**src/rtl/cond_pkg.sv**
```systemverilog
// Shared types and constants for ARM/RISC-V condition evaluation and IT-block state.
// Used by the execute-stage unit and by the decode-stage predictor.
package cond_pkg;

    typedef enum logic [3:0] {
        EQ = 4'b0000, NE = 4'b0001, CS = 4'b0010, CC = 4'b0011,
        MI = 4'b0100, PL = 4'b0101, VS = 4'b0110, VC = 4'b0111,
        HI = 4'b1000, LS = 4'b1001, GE = 4'b1010, LT = 4'b1011,
        GT = 4'b1100, LE = 4'b1101, AL = 4'b1110, NV = 4'b1111
    } cond_t;

    localparam int N_IDX = 3;
    localparam int Z_IDX = 2;
    localparam int C_IDX = 1;
    localparam int V_IDX = 0;

    // Reference layout at the default depth; for depth 4 {base, bits} equals ITSTATE[7:0].
    localparam int IT_DEPTH_DEF = 4;

    typedef struct packed {
        logic [2:0]            base;
        logic [IT_DEPTH_DEF:0] bits;
    } it_state_t;

endpackage

```
**src/rtl/cond_eval.sv**
```systemverilog
// Combinational ARM condition-code evaluator: cond + NZCV -> pass.
// Zero latency, no flow control; NV and any unknown code evaluate to 0.
module cond_eval
    import cond_pkg::*;
(
    input  logic [3:0] cond,
    input  logic [3:0] flags,
    output logic       pass
);

    logic n, z, c, v;

    assign n = flags[N_IDX];
    assign z = flags[Z_IDX];
    assign c = flags[C_IDX];
    assign v = flags[V_IDX];

    always_comb begin
        pass = 1'b0;
        case (cond_t'(cond))
            EQ: pass = z;
            NE: pass = ~z;
            CS: pass = c;
            CC: pass = ~c;
            MI: pass = n;
            PL: pass = ~n;
            VS: pass = v;
            VC: pass = ~v;
            HI: pass = c & ~z;
            LS: pass = ~c | z;
            GE: pass = (n == v);
            LT: pass = (n != v);
            GT: pass = ~z & (n == v);
            LE: pass = z | (n != v);
            AL: pass = 1'b1;
            NV: pass = 1'b0;
            default: pass = 1'b0;
        endcase
    end

endmodule

```
**src/rtl/cond_it_unit.sv**
```systemverilog
// Execute-stage conditional execution: owns NZCV and the IT sequencer, gates E-stage side effects.
// Outputs are combinational from E inputs and held state; state updates only on an uncommitted-free commit.
module cond_it_unit
    import cond_pkg::*;
#(
    parameter int ITDEPTH = 4,
    parameter int FLAGW   = 4
) (
    input  logic               clk,
    input  logic               reset_n,
    input  logic               validE,
    input  logic               stallE,
    input  logic               flushE,
    input  logic               armE,
    input  logic [3:0]         CondE,
    input  logic [FLAGW-1:0]   ALUFlags,
    input  logic [1:0]         FlagWriteE,
    input  logic               RegWrite,
    input  logic               MemWrite,
    input  logic               PCSrc,
    input  logic [1:0]         BranchE,
    input  logic               itStartE,
    input  logic [3:0]         itFirstCondE,
    input  logic [ITDEPTH-1:0] itMaskE,
    output logic               RegWriteE_ARM,
    output logic               MemWriteE_ARM,
    output logic               PCSrcE,
    output logic [1:0]         BranchTakenE,
    output logic               CondExE,
    output logic [FLAGW-1:0]   FlagsQ,
    output logic               itActive
);

    typedef struct packed {
        logic [2:0]       base;
        logic [ITDEPTH:0] bits;
    } it_st_t;

    it_st_t           it_q;
    logic [FLAGW-1:0] flags_q;
    logic [3:0]       it_cond;
    logic [3:0]       eff_cond;
    logic [3:0]       src_flags;
    logic             pass;
    logic             it_conflict;
    logic             commit;
    logic             gate;
    logic             flag_wr;
    logic             it_load;
    logic             it_adv;

    assign itActive = |it_q.bits[ITDEPTH-1:0];
    assign it_cond  = {it_q.base, it_q.bits[ITDEPTH]};
    assign FlagsQ   = flags_q;

    assign eff_cond  = (armE && itActive) ? it_cond : CondE;
    // RISC-V compare-branches test the flags produced by their own ALU op.
    assign src_flags = armE ? flags_q[3:0] : ALUFlags[3:0];

    cond_eval u_cond_eval (
        .cond  (eff_cond),
        .flags (src_flags),
        .pass  (pass)
    );

    // A nested IT inside an active block is not architecturally allowed; squash it.
    assign it_conflict = armE & itActive & itStartE;
    assign CondExE     = validE & pass & ~it_conflict;

    assign commit = validE & ~stallE & ~flushE;
    assign gate   = CondExE & validE & ~flushE;

    assign RegWriteE_ARM = RegWrite & gate;
    assign MemWriteE_ARM = MemWrite & gate;
    assign PCSrcE        = PCSrc & gate;
    assign BranchTakenE  = BranchE & {2{gate}};

    assign flag_wr = commit & armE & CondExE;
    assign it_load = commit & armE & itStartE & ~itActive & (itMaskE != '0);
    assign it_adv  = commit & armE & itActive & ~itStartE;

    always_ff @(posedge clk or negedge reset_n) begin
        if (!reset_n) begin
            flags_q <= '0;
            it_q    <= '0;
        end else begin
            if (flag_wr) begin
                if (FlagWriteE[1]) flags_q[N_IDX:Z_IDX] <= ALUFlags[N_IDX:Z_IDX];
                if (FlagWriteE[0]) flags_q[C_IDX:V_IDX] <= ALUFlags[C_IDX:V_IDX];
            end
            if (it_load) begin
                it_q.base <= itFirstCondE[3:1];
                it_q.bits <= {itFirstCondE[0], itMaskE};
            end else if (it_adv) begin
                // Advance even on a failed condition; the trailing 1 marks the last slot.
                if (it_q.bits[ITDEPTH-2:0] == '0) it_q.bits <= '0;
                else                              it_q.bits <= it_q.bits << 1;
            end
        end
    end

endmodule

```
**config.mk**
```make
export PLATFORM = sky130hd
export DESIGN_NAME = cond_it_unit
export DESIGN_NICKNAME = d
export VERILOG_FILES = /design/src/rtl/cond_pkg.sv /design/src/rtl/cond_eval.sv /design/src/rtl/cond_it_unit.sv
export SDC_FILE = /design/constraint.sdc
export NUM_CORES = 1
export LEC_CHECK = 0
export ABC_AREA = 0
export BUFFER_PORTS_ARGS = -buffer_cell sky130_fd_sc_hd__buf_4
export CAP_MARGIN = 30
export CORE_MARGIN = 1
export CORE_UTILIZATION = 45
export DETAILED_ROUTE_END_ITERATION = 10
export HOLD_SLACK_MARGIN = 0.02
export PLACE_DENSITY_LB_ADDON = 0.25
export SLEW_MARGIN = 30
export SYNTH_ARGS = -nofsm -noshare
export SYNTH_HDL_FRONTEND = slang
export SYNTH_SLANG_ARGS = --single-unit
```
**constraint.sdc**
```tcl
create_clock -name clk -period 2.7 [get_ports clk]
set_input_delay 0.135 -clock clk [delete_from_list [all_inputs] [get_ports clk]]
set_output_delay 0.135 -clock clk [all_outputs]
set_load 0.01 [all_outputs]
```
==> summary.txt <==
Routing
  • DRC Markers: 0
  • Wire per inst: 19.0 um
  • Vias: 1406
  • Final wirelength: 4.11 mm
  • Vias per std cell: 6.51
  • Antenna Nets Post-Route: 0
  • First-pass iteration count of the detailed router: 4
  • 1st-iter DRT viols: 95

Final layout
  • Most frequent cells in the layout: 56 x buf_4, 13 x nand2_1, 11 x nor2_1
  • Post-layout net count: 219
  • Finished layout cell area: 1780 um2
  • Diode count: 0
  • Area Overhead vs Synth: 54.3%
  • Cell Count, Final, Fillers Out: 216
  • Post-Route Utilization: 76.7%
  • Share of layout cells above drive strength 1: 51.6%
  • Most common cell after layout, fill and taps aside: buf_4

Timing
  • Worst clock skew: 0.00134 ns
  • Max-slew violation count: 0
  • Final Hold Fails: 0
  • Slew margin rel.: 60.0%
  • RSZ-0062 raised after global routing: yes
  • Period utilization: 107%
  • Slew @ Worst Pin: 0.596 ns
  • Tmin final: 2.89 ns
  • F_max: 346 MHz
  • Number of setup violations in the final report: 10
  • Fin worst setup slack: -0.190 ns

Place
  • RePlAce Congestion: 1.02
  • Placed insts: 203
  • PortBufs: 40
  • Dpl ws: -0.0837 ns
  • Hpwl dp: 2.88 mm
  • Placed cell areas: 1560 um2

Power and ir drop
  • Worst VDD drop: 0.659 mV
  • Pwr/cell area: 701 nW/um2
  • PnR Total Power: 1250 uW
  • Leak pwr: 0.000756 uW

Clocking
  • Longest Clk Path Bufs: 2
  • CTS buffer count: 3
  • Clock Sinks: 12
  • CTS H-tree lvls: 1
  • TritonCTS clock tree: built
  • Root Driver: clkbuf_4
  • Later-pin clock latency in the skew report: 0.27 ns
  • Clock transition at path regs: 0.07 ns

Synthesis
  • Seq/Total Area, Yosys: 26.1%
  • Cells after Synth: 133
  • Synth Register Bits: 12
  • Primary FF master, synth: dfrtp_1
  • FFs w/ async S/R, synth: 100%
  • Synthesized area: 1150 um2
  • Synthesized area per cell: 8.66 um2
  • Syn Nets: 163
  • Post-synth cell types: 49
  • Number of enable flip-flop cells after synthesis: 0
  • Yosys warns: 0

Global route
  • GRT busiest layer: met2
  • Initial antenna violation count: 0
  • Largest net degree at the start of global routing: 17
  • Routing usage on met1: 41.5%
  • Vias in the first global route: 1276
  • GR Layer Usage met2: 48.7%
  • GRT overflow: 0
  • Total track usage: 31.3%
  • Routing usage on met3: 6.09%
  • First-pass GRT wire length: 6.21 mm

Critical path
  • R2R cell count: 8
  • Setup slack, reg-to-reg: -0.19 ns
  • Worst Setup EP: FlagsQ[2]$_DFFE_PN0P_
  • CP max FO: 8
  • Worst path required time: 2.85 ns
  • Setup crit end kind: register
  • Crit Reg-Reg Endpoint: FlagsQ[2]$_DFFE_PN0P_
  • R2R Path Start: it_q[3]$_DFFE_PN0P_
  • Nature of the critical path startpoint: register
  • Critical path launch point: it_q[3]$_DFFE_PN0P_
  • Setup Crit Path Kind: register to register
  • Crit path DAT: 3.04 ns

Floorplan
  • Die W: 52.6 um
  • Top Ports: 41
  • Die footprint: 2770 um2
  • Starting Density: 49.7%
  • Core Region: 2320 um2
  • Die Y-Extent: 52.6 um
  • Row count: 17

Outcome
  • Status: complete, but fails checks
  • Violations in the final reports: setup timing

Flow run
  • MaxCap Viol Count: 0

Min path
  • Hold Crit Start: ALUFlags[1]
  • HP Class: input pin to register
## flip-flops by register name (all words and copies together) (netlist names)
name / count
FlagsQ: 4
it_cond: 4
it_q: 4
## worst max-delay path, stage by stage, from the launching register on
cell	delay (ns)
dfrtp_2	0.46
o41a_1	0.58
o221a_4	0.34
a21oi_2	0.10
nand2b_1	0.08
a32o_2	0.31
buf_12	0.14
a2111oi_4	0.42
mux2_4	0.34
## where the power goes
part	switching [uW]	leakage, uW	internal (uW)
sequential	124	0.000150	243
combinational	355	0.000585	389
clock	52.5	0.0000210	82.0
total	531	0.000756	714
## per-stage QoR
step / hold slack, ns / TNS (ns)
after floorplan: -0.161 / -0.205
after global placement: -0.0264 / 0
after detailed placement: -0.0247 / -0.229
after CTS: 0.0916 / -1.15
after global routing: 0.0932 / -2.47
final: 0.0986 / -1.34
## how the worst min path moves through the flow
| stage | endpoint | depth (start not counted) |
|---|---|---|
| finish | FlagsQ[1]$_DFFE_PN0P_ | 2 |
| global route | FlagsQ[1]$_DFFE_PN0P_ | 2 |
| CTS | it_cond[3]$_DFFE_PN0P_ | 2 |
| detailed placement | it_q[3]$_DFFE_PN0P_ | 1 |
| global placement | it_q[3]$_DFFE_PN0P_ | 1 |
| floorplan | FlagsQ[0]$_DFFE_PN0P_ | 0 |
## cells in the mapped netlist (4+ instances only)
| cell type | n | share of area (%) |
|---|---|---|
| nand4_1 | 5 | 2.7 |
| a21oi_1 | 6 | 2.6 |
| dfrtp_1 | 12 | 26 |
| mux2_1 | 4 | 3.9 |
| nor2b_1 | 5 | 2.7 |
| inv_1 | 6 | 2.0 |
| nand3b_1 | 4 | 2.6 |
| nor3b_1 | 5 | 3.3 |
| nand3_1 | 4 | 1.7 |
| mux2i_1 | 5 | 4.3 |
| nand2_1 | 13 | 4.2 |
| nor2_1 | 12 | 3.9 |
| clkbuf_1 | 4 | 1.3 |
## cell type report
type,instances,area [um2]
clock buffer,4,36.3
fill,148,541
inverter,7,26.3
multi-input combinational,106,913
sequential,12,305
tap,28,35.0
timing repair buffer,59,462
## cells by family (layout without fill, tap and decap cells)
family,count (synthesis),after routing,synth area share [%]
buf+inv,15,70,5.10
xor+xnor,2,2,1.52
mux,12,12,11.2
simple gates,58,58,28.2
flops,12,12,26.1
compound gates,34,34,27.9
## routing by layer
metal / vias to the layer above / wire length [um]
li1: 626 / -
met1: 662 / 1630
met2: 101 / 1980
met3: 17 / 383
met4: 0 / 116
met5: - / 0
## repair_timing
action,4_1_cts,5_1_grt
setup buffers,7,1
setup endpoints to repair,10,10
hold endpoints to repair,12,0
pin swaps,12,14
resized for setup,13,8
hold buffers,1,0
Note: power is estimated with default switching activity, not from simulation.
